==> src/rtl/decode_issue_ctrl.sv <==
// Decode-stage issue/hazard control: per-register pending-write scoreboard, RAW/WAW stalls, redirect squash.
// Optional WB_BYPASS_EN: a same-cycle writeback of the last pending write clears the source hazard.
module decode_issue_ctrl #(
   parameter int NUM_REGS         = 16,
   parameter int REG_IDX_W        = 4,
   parameter int CNT_W            = 2,
   parameter int REDIRECT_BUBBLES = 2
) (
   input  logic                 clk,
   input  logic                 reset,
   input  logic                 inst_valid,
   input  logic [REG_IDX_W-1:0] src1_idx,
   input  logic [REG_IDX_W-1:0] src2_idx,
   input  logic                 uses_src1,
   input  logic                 uses_src2,
   input  logic [REG_IDX_W-1:0] dst_idx,
   input  logic                 reg_wr_en,
   input  logic                 redirect,
   input  logic                 wb_wr_en,
   input  logic [REG_IDX_W-1:0] wb_dst,
   output logic                 stall,
   output logic                 issue,
   output logic                 dbuff_flush,
   output logic                 squashing,
   output logic                 sb_err
);

   localparam int SQ_W = (REDIRECT_BUBBLES > 1) ? $clog2(REDIRECT_BUBBLES) : 1;
   localparam logic [CNT_W-1:0] CNT_MAX   = '1;
   localparam logic [SQ_W-1:0]  SQ_RELOAD = SQ_W'(REDIRECT_BUBBLES - 1);

   typedef enum logic {RUN = 1'b0, SQUASH = 1'b1} state_e;

   state_e            state_q, state_d;
   logic [SQ_W-1:0]   sq_cnt_q, sq_cnt_d;
   logic [CNT_W-1:0]  cnt_q [NUM_REGS];
   logic [CNT_W-1:0]  cnt_d [NUM_REGS];
   logic              sb_err_q, sb_err_d;
   logic [NUM_REGS-1:0] inc_hit, dec_hit, uflow;

   logic [CNT_W-1:0]  cnt_src1, cnt_src2, cnt_dst;
   logic              byp1, byp2, raw1, raw2, waw, hazard, run;

   // ---------------- FSM: state register ----------------
   always_ff @(posedge clk) begin
      if (reset) begin
         state_q  <= RUN;
         sq_cnt_q <= '0;
      end else begin
         state_q  <= state_d;
         sq_cnt_q <= sq_cnt_d;
      end
   end

   // ---------------- FSM: next state ----------------
   always_comb begin
      state_d  = state_q;
      sq_cnt_d = sq_cnt_q;
      case (state_q)
         RUN: begin
            if (redirect && (REDIRECT_BUBBLES > 1)) begin
               state_d  = SQUASH;
               sq_cnt_d = SQ_RELOAD;
            end
         end
         SQUASH: begin
            if (redirect) begin
               sq_cnt_d = SQ_RELOAD;
            end else if (sq_cnt_q <= SQ_W'(1)) begin
               state_d  = RUN;
               sq_cnt_d = '0;
            end else begin
               sq_cnt_d = sq_cnt_q - SQ_W'(1);
            end
         end
         default: begin
            state_d  = RUN;
            sq_cnt_d = '0;
         end
      endcase
   end

   // ---------------- hazard detection on registered counts ----------------
   assign cnt_src1 = cnt_q[src1_idx];
   assign cnt_src2 = cnt_q[src2_idx];
   assign cnt_dst  = cnt_q[dst_idx];

`ifdef WB_BYPASS_EN
   // Regfile is write-through, so the final outstanding write landing now satisfies the read.
   assign byp1 = wb_wr_en & (wb_dst == src1_idx) & (cnt_src1 == CNT_W'(1));
   assign byp2 = wb_wr_en & (wb_dst == src2_idx) & (cnt_src2 == CNT_W'(1));
`else
   assign byp1 = 1'b0;
   assign byp2 = 1'b0;
`endif

   assign raw1   = uses_src1 & (cnt_src1 != '0) & ~byp1;
   assign raw2   = uses_src2 & (cnt_src2 != '0) & ~byp2;
   assign waw    = reg_wr_en & (cnt_dst == CNT_MAX);
   assign hazard = raw1 | raw2 | waw;
   assign run    = (state_q == RUN);

   // ---------------- FSM: outputs ----------------
   always_comb begin
      stall       = 1'b0;
      issue       = 1'b0;
      dbuff_flush = 1'b1;
      squashing   = (state_q == SQUASH);
      sb_err      = sb_err_q;
      if (!reset) begin
         stall       = inst_valid & hazard & ~redirect & run;
         issue       = inst_valid & ~hazard & ~redirect & run;
         dbuff_flush = ~(inst_valid & ~hazard & ~redirect & run);
      end
   end

   // ---------------- scoreboard counters ----------------
   generate
      for (genvar gi = 0; gi < NUM_REGS; gi++) begin : g_cnt
         assign inc_hit[gi] = issue & reg_wr_en & (dst_idx == REG_IDX_W'(gi));
         assign dec_hit[gi] = wb_wr_en & (wb_dst == REG_IDX_W'(gi));
         assign uflow[gi]   = dec_hit[gi] & (cnt_q[gi] == '0);
         assign cnt_d[gi]   =
            (inc_hit[gi] && !dec_hit[gi] && (cnt_q[gi] != CNT_MAX)) ? cnt_q[gi] + CNT_W'(1) :
            (dec_hit[gi] && !inc_hit[gi] && (cnt_q[gi] != '0))      ? cnt_q[gi] - CNT_W'(1) :
                                                                      cnt_q[gi];
      end
   endgenerate

   assign sb_err_d = sb_err_q | (|uflow);

   always_ff @(posedge clk) begin
      if (reset) begin
         for (int i = 0; i < NUM_REGS; i++) begin
            cnt_q[i] <= '0;
         end
         sb_err_q <= 1'b0;
      end else begin
         cnt_q    <= cnt_d;
         sb_err_q <= sb_err_d;
      end
   end

endmodule

==> config.mk <==
export PLATFORM = sky130hd
export DESIGN_NAME = decode_issue_ctrl
export DESIGN_NICKNAME = d
export VERILOG_FILES = /design/src/rtl/decode_issue_ctrl.sv
export SDC_FILE = /design/constraint.sdc
export NUM_CORES = 1
export LEC_CHECK = 0
export ABC_AREA = 1
export CORE_MARGIN = 3
export CORE_UTILIZATION = 45
export CTS_CLUSTER_DIAMETER = 200
export DETAILED_ROUTE_END_ITERATION = 10
export SETUP_SLACK_MARGIN = 0.3
export SLEW_MARGIN = 10
export SYNTH_ARGS = -nofsm -noshare
export SYNTH_HDL_FRONTEND = slang
export SYNTH_SLANG_ARGS = --single-unit
==> constraint.sdc <==
create_clock -name clk -period 2.6 [get_ports clk]
set_input_delay 0.26 -clock clk [delete_from_list [all_inputs] [get_ports clk]]
set_output_delay 0.26 -clock clk [all_outputs]
set_load 0.1 [all_outputs]
# Word level (Yosys, flattened, before mapping)
# Index checks and enable logic that the tools add are counted.
[totals]
ff_bits = 35
input_bits = 24
wordCells = 373
[classes]
n_addsub = 33
n_lt_le_gt_ge = 4
n_eq_ne = 48
mux = 52
bitwise = 68
n_reduce_logical = 149
[op_table]
columns = ["operator", "n"]
rows = [
  ["2-bit 2-to-1 mux", 38],
  ["2-bit nonzero test", 34],
  ["4-bit == test, second input constant", 16],
  ["1-bit logical AND", 64],
  ["1-bit bitwise AND", 58],
  ["2-bit inequality test, second input constant", 17],
  ["2-bit by 1-bit adder with 2-bit output, second input constant", 16],
  ["4-bit by 3-bit == test with 1-bit output, second input constant", 8],
  ["1-bit zero test", 32],
  ["2-bit zero test", 16],
  ["2-bit by 1-bit subtractor with 2-bit output, second input constant", 16],
  ["2-bit binary-select mux with 4-bit select", 3],
  ["4-bit by 2-bit == test with 1-bit output, second input constant", 4],
  ["16-bit OR reduction", 1],
  ["5-bit greater-or-equal comparator, second input constant", 3],
  ["4-bit NOT with 5-bit output", 3],
  ["1-bit 2-to-1 mux", 9],
  ["4-bit by 1-bit == test with 1-bit output, second input constant", 2],
  ["4-bit zero test", 2],
  ["1-bit NOT", 4],
  ["1-bit one-hot mux with 2 select lines", 2],
  ["1-bit bitwise OR", 3],
  ["2-bit == test, second input constant", 1],
  ["1-bit less-or-equal comparator, second input constant", 1],
  ["1-bit subtractor, second input constant", 1],
]

# Depth between registers and ports, before layout
# Gate-level depths: netlist of the first run.
[depth]
word_depth = 20
depth_mapped = 18

# Worst setup path before layout of the first run
# Ideal clock, no wire load.
[synth_path]
kind = "register -> output"
startpoint = "reg state_q (netlist: squashing)"
endpoint = "out dbuff_flush"
t_arrival_ns = 2.389
setup_slack_ns = -0.049
path_stages_with_launch = 8
n_path_buf = 2
path_cell_list = "dfxtp_1 -> nor2_1 -> and3_1 -> clkbuf_1 -> inv_1 -> nor2_8 -> buf_8 -> inv_1"
[synth_between]
elab_chain_cells = 4
[synth_rtl]
columns = ["item", "line_no", "rtl"]
rows = [
  ["start, declared", "34", "state_e state_q, state_d;"],
  ["start signal, assigned", "50", "state_q <= state_d;"],
  ["1-bit NOT", "-", ""],
  ["1-bit bitwise AND", "113", "dbuff_flush = ~(inst_valid & ~hazard & ~redirect & run);"],
  ["1-bit NOT", "113", ""],
  ["1-bit 2-to-1 mux", "110", "if (!reset) begin"],
  ["end, declared", "23", "output logic dbuff_flush,"],
]
# Every way passes these cells.

# Worst setup path after layout of the first run
[layout_path]
startpoint = "reg cnt_q[3] in the netlist's numbering"
endpoint = "out dbuff_flush"
[layout_between]
elab_chain_cells = 13
word_cells_on_any_way = 23
[layout_rtl]
columns = ["item", "line_no", "rtl"]
rows = [
  ["start, declared", "36", "logic [CNT_W-1:0] cnt_q [NUM_REGS];"],
  ["start signal, assigned", "139", "cnt_q <= cnt_d;"],
  ["2-bit binary-select mux with 4-bit select, on equally long branches", "84, 85", ""],
  ["2-bit 2-to-1 mux, on equally long branches (2 in series)", "84, 85", ""],
  ["2-bit nonzero test, on equally long branches", "97, 98", ""],
  ["1-bit bitwise AND, on equally long branches", "97, 98", ""],
  ["1-bit bitwise OR", "100", "assign hazard = raw1 | raw2 | waw;"],
  ["1-bit bitwise OR *", "100", ""],
  ["1-bit NOT *", "113", ""],
  ["1-bit bitwise AND * (3 in series)", "113", ""],
  ["1-bit NOT *", "113", ""],
  ["1-bit 2-to-1 mux *", "110", ""],
]
# Every way passes the cells marked *; elsewhere a longest branch is shown, timed or not. The select of a mux whose other input is x is not followed.

==> reports/metrics.yaml, run 1 <==
outcome:
  status: "complete, no violations"
clock_tree:
  clk_pin_slew_ps: 80
  cts_max_level: 2
  cts_tree: "done"
  numCtsBuffers: 5
  clockRootBuffer: "clkbuf_8"
  hold_buffers: 0
  cts_max_path_buffers: 2
  cts.sinks: 34
  clk_latency_ps: 290
placed_design:
  dpl_cell_area_um2: 3600
  dp.cells: 683
  place_hpwl_um: 8200
  port_buffers: 28
  gp_congestion: 0.953
yosys:
  synth.distinct_cells: 32
  yosys.area.top_type: "nand2_1"
  syn_area_um2: 3170
  synth_edf_count: 0
  avgSynthCellArea_um2: 5.60
  synthTopCellsByArea: "nand2_1 22%, dfxtp_1 21%, nand3_1 11%, inv_1 9.8%, nor2_1 7.8%"
  synth_top_area_share_pct: 22.4
  dominantRegCellSynth: "dfxtp_1"
  synthCells: 566
  yosysWarnings: 0
  yosys_register_bits: 34
  synthTopCellsByCount: "189 x nand2_1, 83 x inv_1, 70 x nand3_1"
  yosysMostFrequentCell: "nand2_1"
  seq_area_frac_synth_pct: 21.5
  synth_nets: 590
  async_reset_ff_share_pct: 0
floorplan:
  core_area_um2: 6570
  die_area_um2: 8080
  die_h_um: 89.9
  start_util_pct: 48.2
  row_count: 29
  pin_count: 29
  die_w_um: 89.9
global_route:
  grt.total_usage_pct: 25.9
  grt_overflow: 0
  grt_max_degree: 33
  grt_pass1_wl_um: 17100
  grt_pass1_vias: 3464
  antenna_found_initial: 0
route:
  avgViaCountPerCell: 5.44
  firstDrtPassIters: 5
  num_vias: 3796
  wl_per_cell_um: 15.2
  ant_nets: 0
  drc: 0
  drt_iter0_drc: 348
  wl_um: 10600
setup_path:
  r2r-end: "cnt_q[16]"
  critical_path_arrival_ps: 1980
  required_ps: 2340
  path_class: "reg -> out"
  end_kind: "output pin"
  cpLargestDelayFamily: "simple AND/OR/NAND/NOR gates"
  cp_slowest_cell: "dfxtp_1"
  critPathMostFrequentCell: "nand2_1"
  reg2reg_depth: 16
  r2r_setup_slack_ps: 490
  cp-start-kind: "flip-flop"
  crit_chain: "nor2_2 -> nand2_1 -> nand2_1 -> nand2_1 -> nand3_1 -> nand3_1 -> nand3_2 -> nand3_4 -> nor2_8 -> buf_12 -> clkinvlp_4 -> buf_12"
  crit_fanout: 8
  r2r_start: "cnt_q[3]"
  cpPeakStageDelay_ps: 370
  crit_buf_inv: 3
sta:
  worst_slew_pin_slew_ps: 783
  slew_viol_final: 0
  hold_viol_final: 0
  rsz0062_at_grt: "yes"
  tns_ps: 0
  setup-violations-final: 0
  period_share_pct: 86.0
  fin_skew_ps: 8.91
  min_period_ps: 2240
  relSlewSlack_pct: 47.8
  fmax_mhz: 447
pwr:
  ir_drop_v: 0.000297
  p_per_area_nw_per_um2: 325
  leakage_nw: 1.67
final_layout:
  instances_no_fill: 698
  drive_above_1_share_pct: 17.0
  nNetsFinal: 628
  area_growth_pct: 22.2
  diodes: 0
  final_area_um2: 3870
min_path:
  min_path_type: "in -> reg"
  min_path_cells: 3
  holdPathEnd: "squashing"
  worstHoldStart: "redirect"
flow_run:
  drv_cap: 0
-- layout by cell type, fill, tap and decap left out, drive strengths merged, types with 3 or more instances in the layout --
master	n
nand2	190
inv	88
nand3	75
nor2	68
dfxtp	34
a21oi	30
buf	25
o21ai	24
nand4	22
clkdlybuf4s50	18
clkbuf	8
o22ai	4
nor3	3
a31oi	3
-- flip-flops by register name (all words and copies together) (netlist names) --
| register | cells |
|---|---|
| sb_err | 1 |
| squashing | 1 |
| cnt_q | 32 |
-- how the worst max path moves through the flow --
stage	from	to	cells past startpoint
final	cnt_q[3]	dbuff_flush	12
after global placement	dst_idx[0]	cnt_q[18]	15
after global routing	cnt_q[3]	dbuff_flush	12
after CTS	cnt_q[28]	dbuff_flush	12
after floorplan	squashing	dbuff_flush	7
after detailed placement	dst_idx[0]	cnt_q[20]	14
-- area by class of cell --
type                       count  area, µm²
sequential                    34        683
multi-input combinational    425       2150
tap                           93        116
clock buffer                   7       86.3
clock inverter                 1       5.00
inverter                      90        347
fill                         656       2700
timing repair buffer          48        487
-- through the flow --
step	power [mW]	hold WS (ps)	setup WS [ps]	utilization, %
final	1.26	488	364	59.0
after global routing	1.30	506	258	59.0
after CTS	1.26	487	301	57.3
after detailed placement	0.822	476	13.6	54.8
after global placement	0.819	448	26.2	54.8
after floorplan	0.719	374	305	-
-- logic make-up (layout without fill, tap and decap cells) --
kind of cell           after synthesis  in the layout  share of synthesized area, %
AOI/OAI and AO/OA                   63             63                          11.5
and+or+nand+nor                    362            362                          52.7
buffers and inverters              107            146                          14.3
DFF                                 34             34                          21.5
-- what timing repair did --
item / CTS / global route
setup endpoints to repair: 4 / 24
gates cloned: 2 / 1
gates resized for setup: 24 / 31
pin swaps: 1 / 1
setup buffers: 1 / 3
-- worst reg2reg max path: stages, from the launching register on --
cell     delay (ps)
dfxtp_1         370
nor2_2          200
nand2_1          70
nand2_1          80
nand2_1          50
nand3_1          70
nand3_1          80
nand3_2         120
nand3_4         110
nor2_8          140
buf_4           160
buf_12          150
nand3_1         120
nand2_1          90
nand2_1          60
nand2_1          70
a21oi_2          50
-- where the power goes --
group,leakage [nW],switching [mW],internal (mW)
sequential,0.275,0.00459,0.526
combinational,1.35,0.197,0.103
clock,0.0482,0.214,0.214
total,1.67,0.415,0.843
-- routing by layer --
layer	vias to the layer above	GRT usage, %	part of all wire, %
li1	1882	-	-
met1	1721	34.2	44
met2	160	43.2	45
met3	33	4.59	7.5
met4	0	8.16	2.8
met5	-	0	0
Note: power is estimated with default switching activity, not from simulation.
==> run 2, diff against run 1 <==
--- a/config.mk
+++ b/config.mk
@@ -9,6 +9,7 @@
 export CORE_MARGIN = 3
 export CORE_UTILIZATION = 45
 export CTS_CLUSTER_DIAMETER = 200
+export CTS_CLUSTER_SIZE = 20
 export DETAILED_ROUTE_END_ITERATION = 10
 export SETUP_SLACK_MARGIN = 0.3
 export SLEW_MARGIN = 10
==> results of run 2 <==
Same layout as run 1: the final DEF is identical, and so are final timing and power.
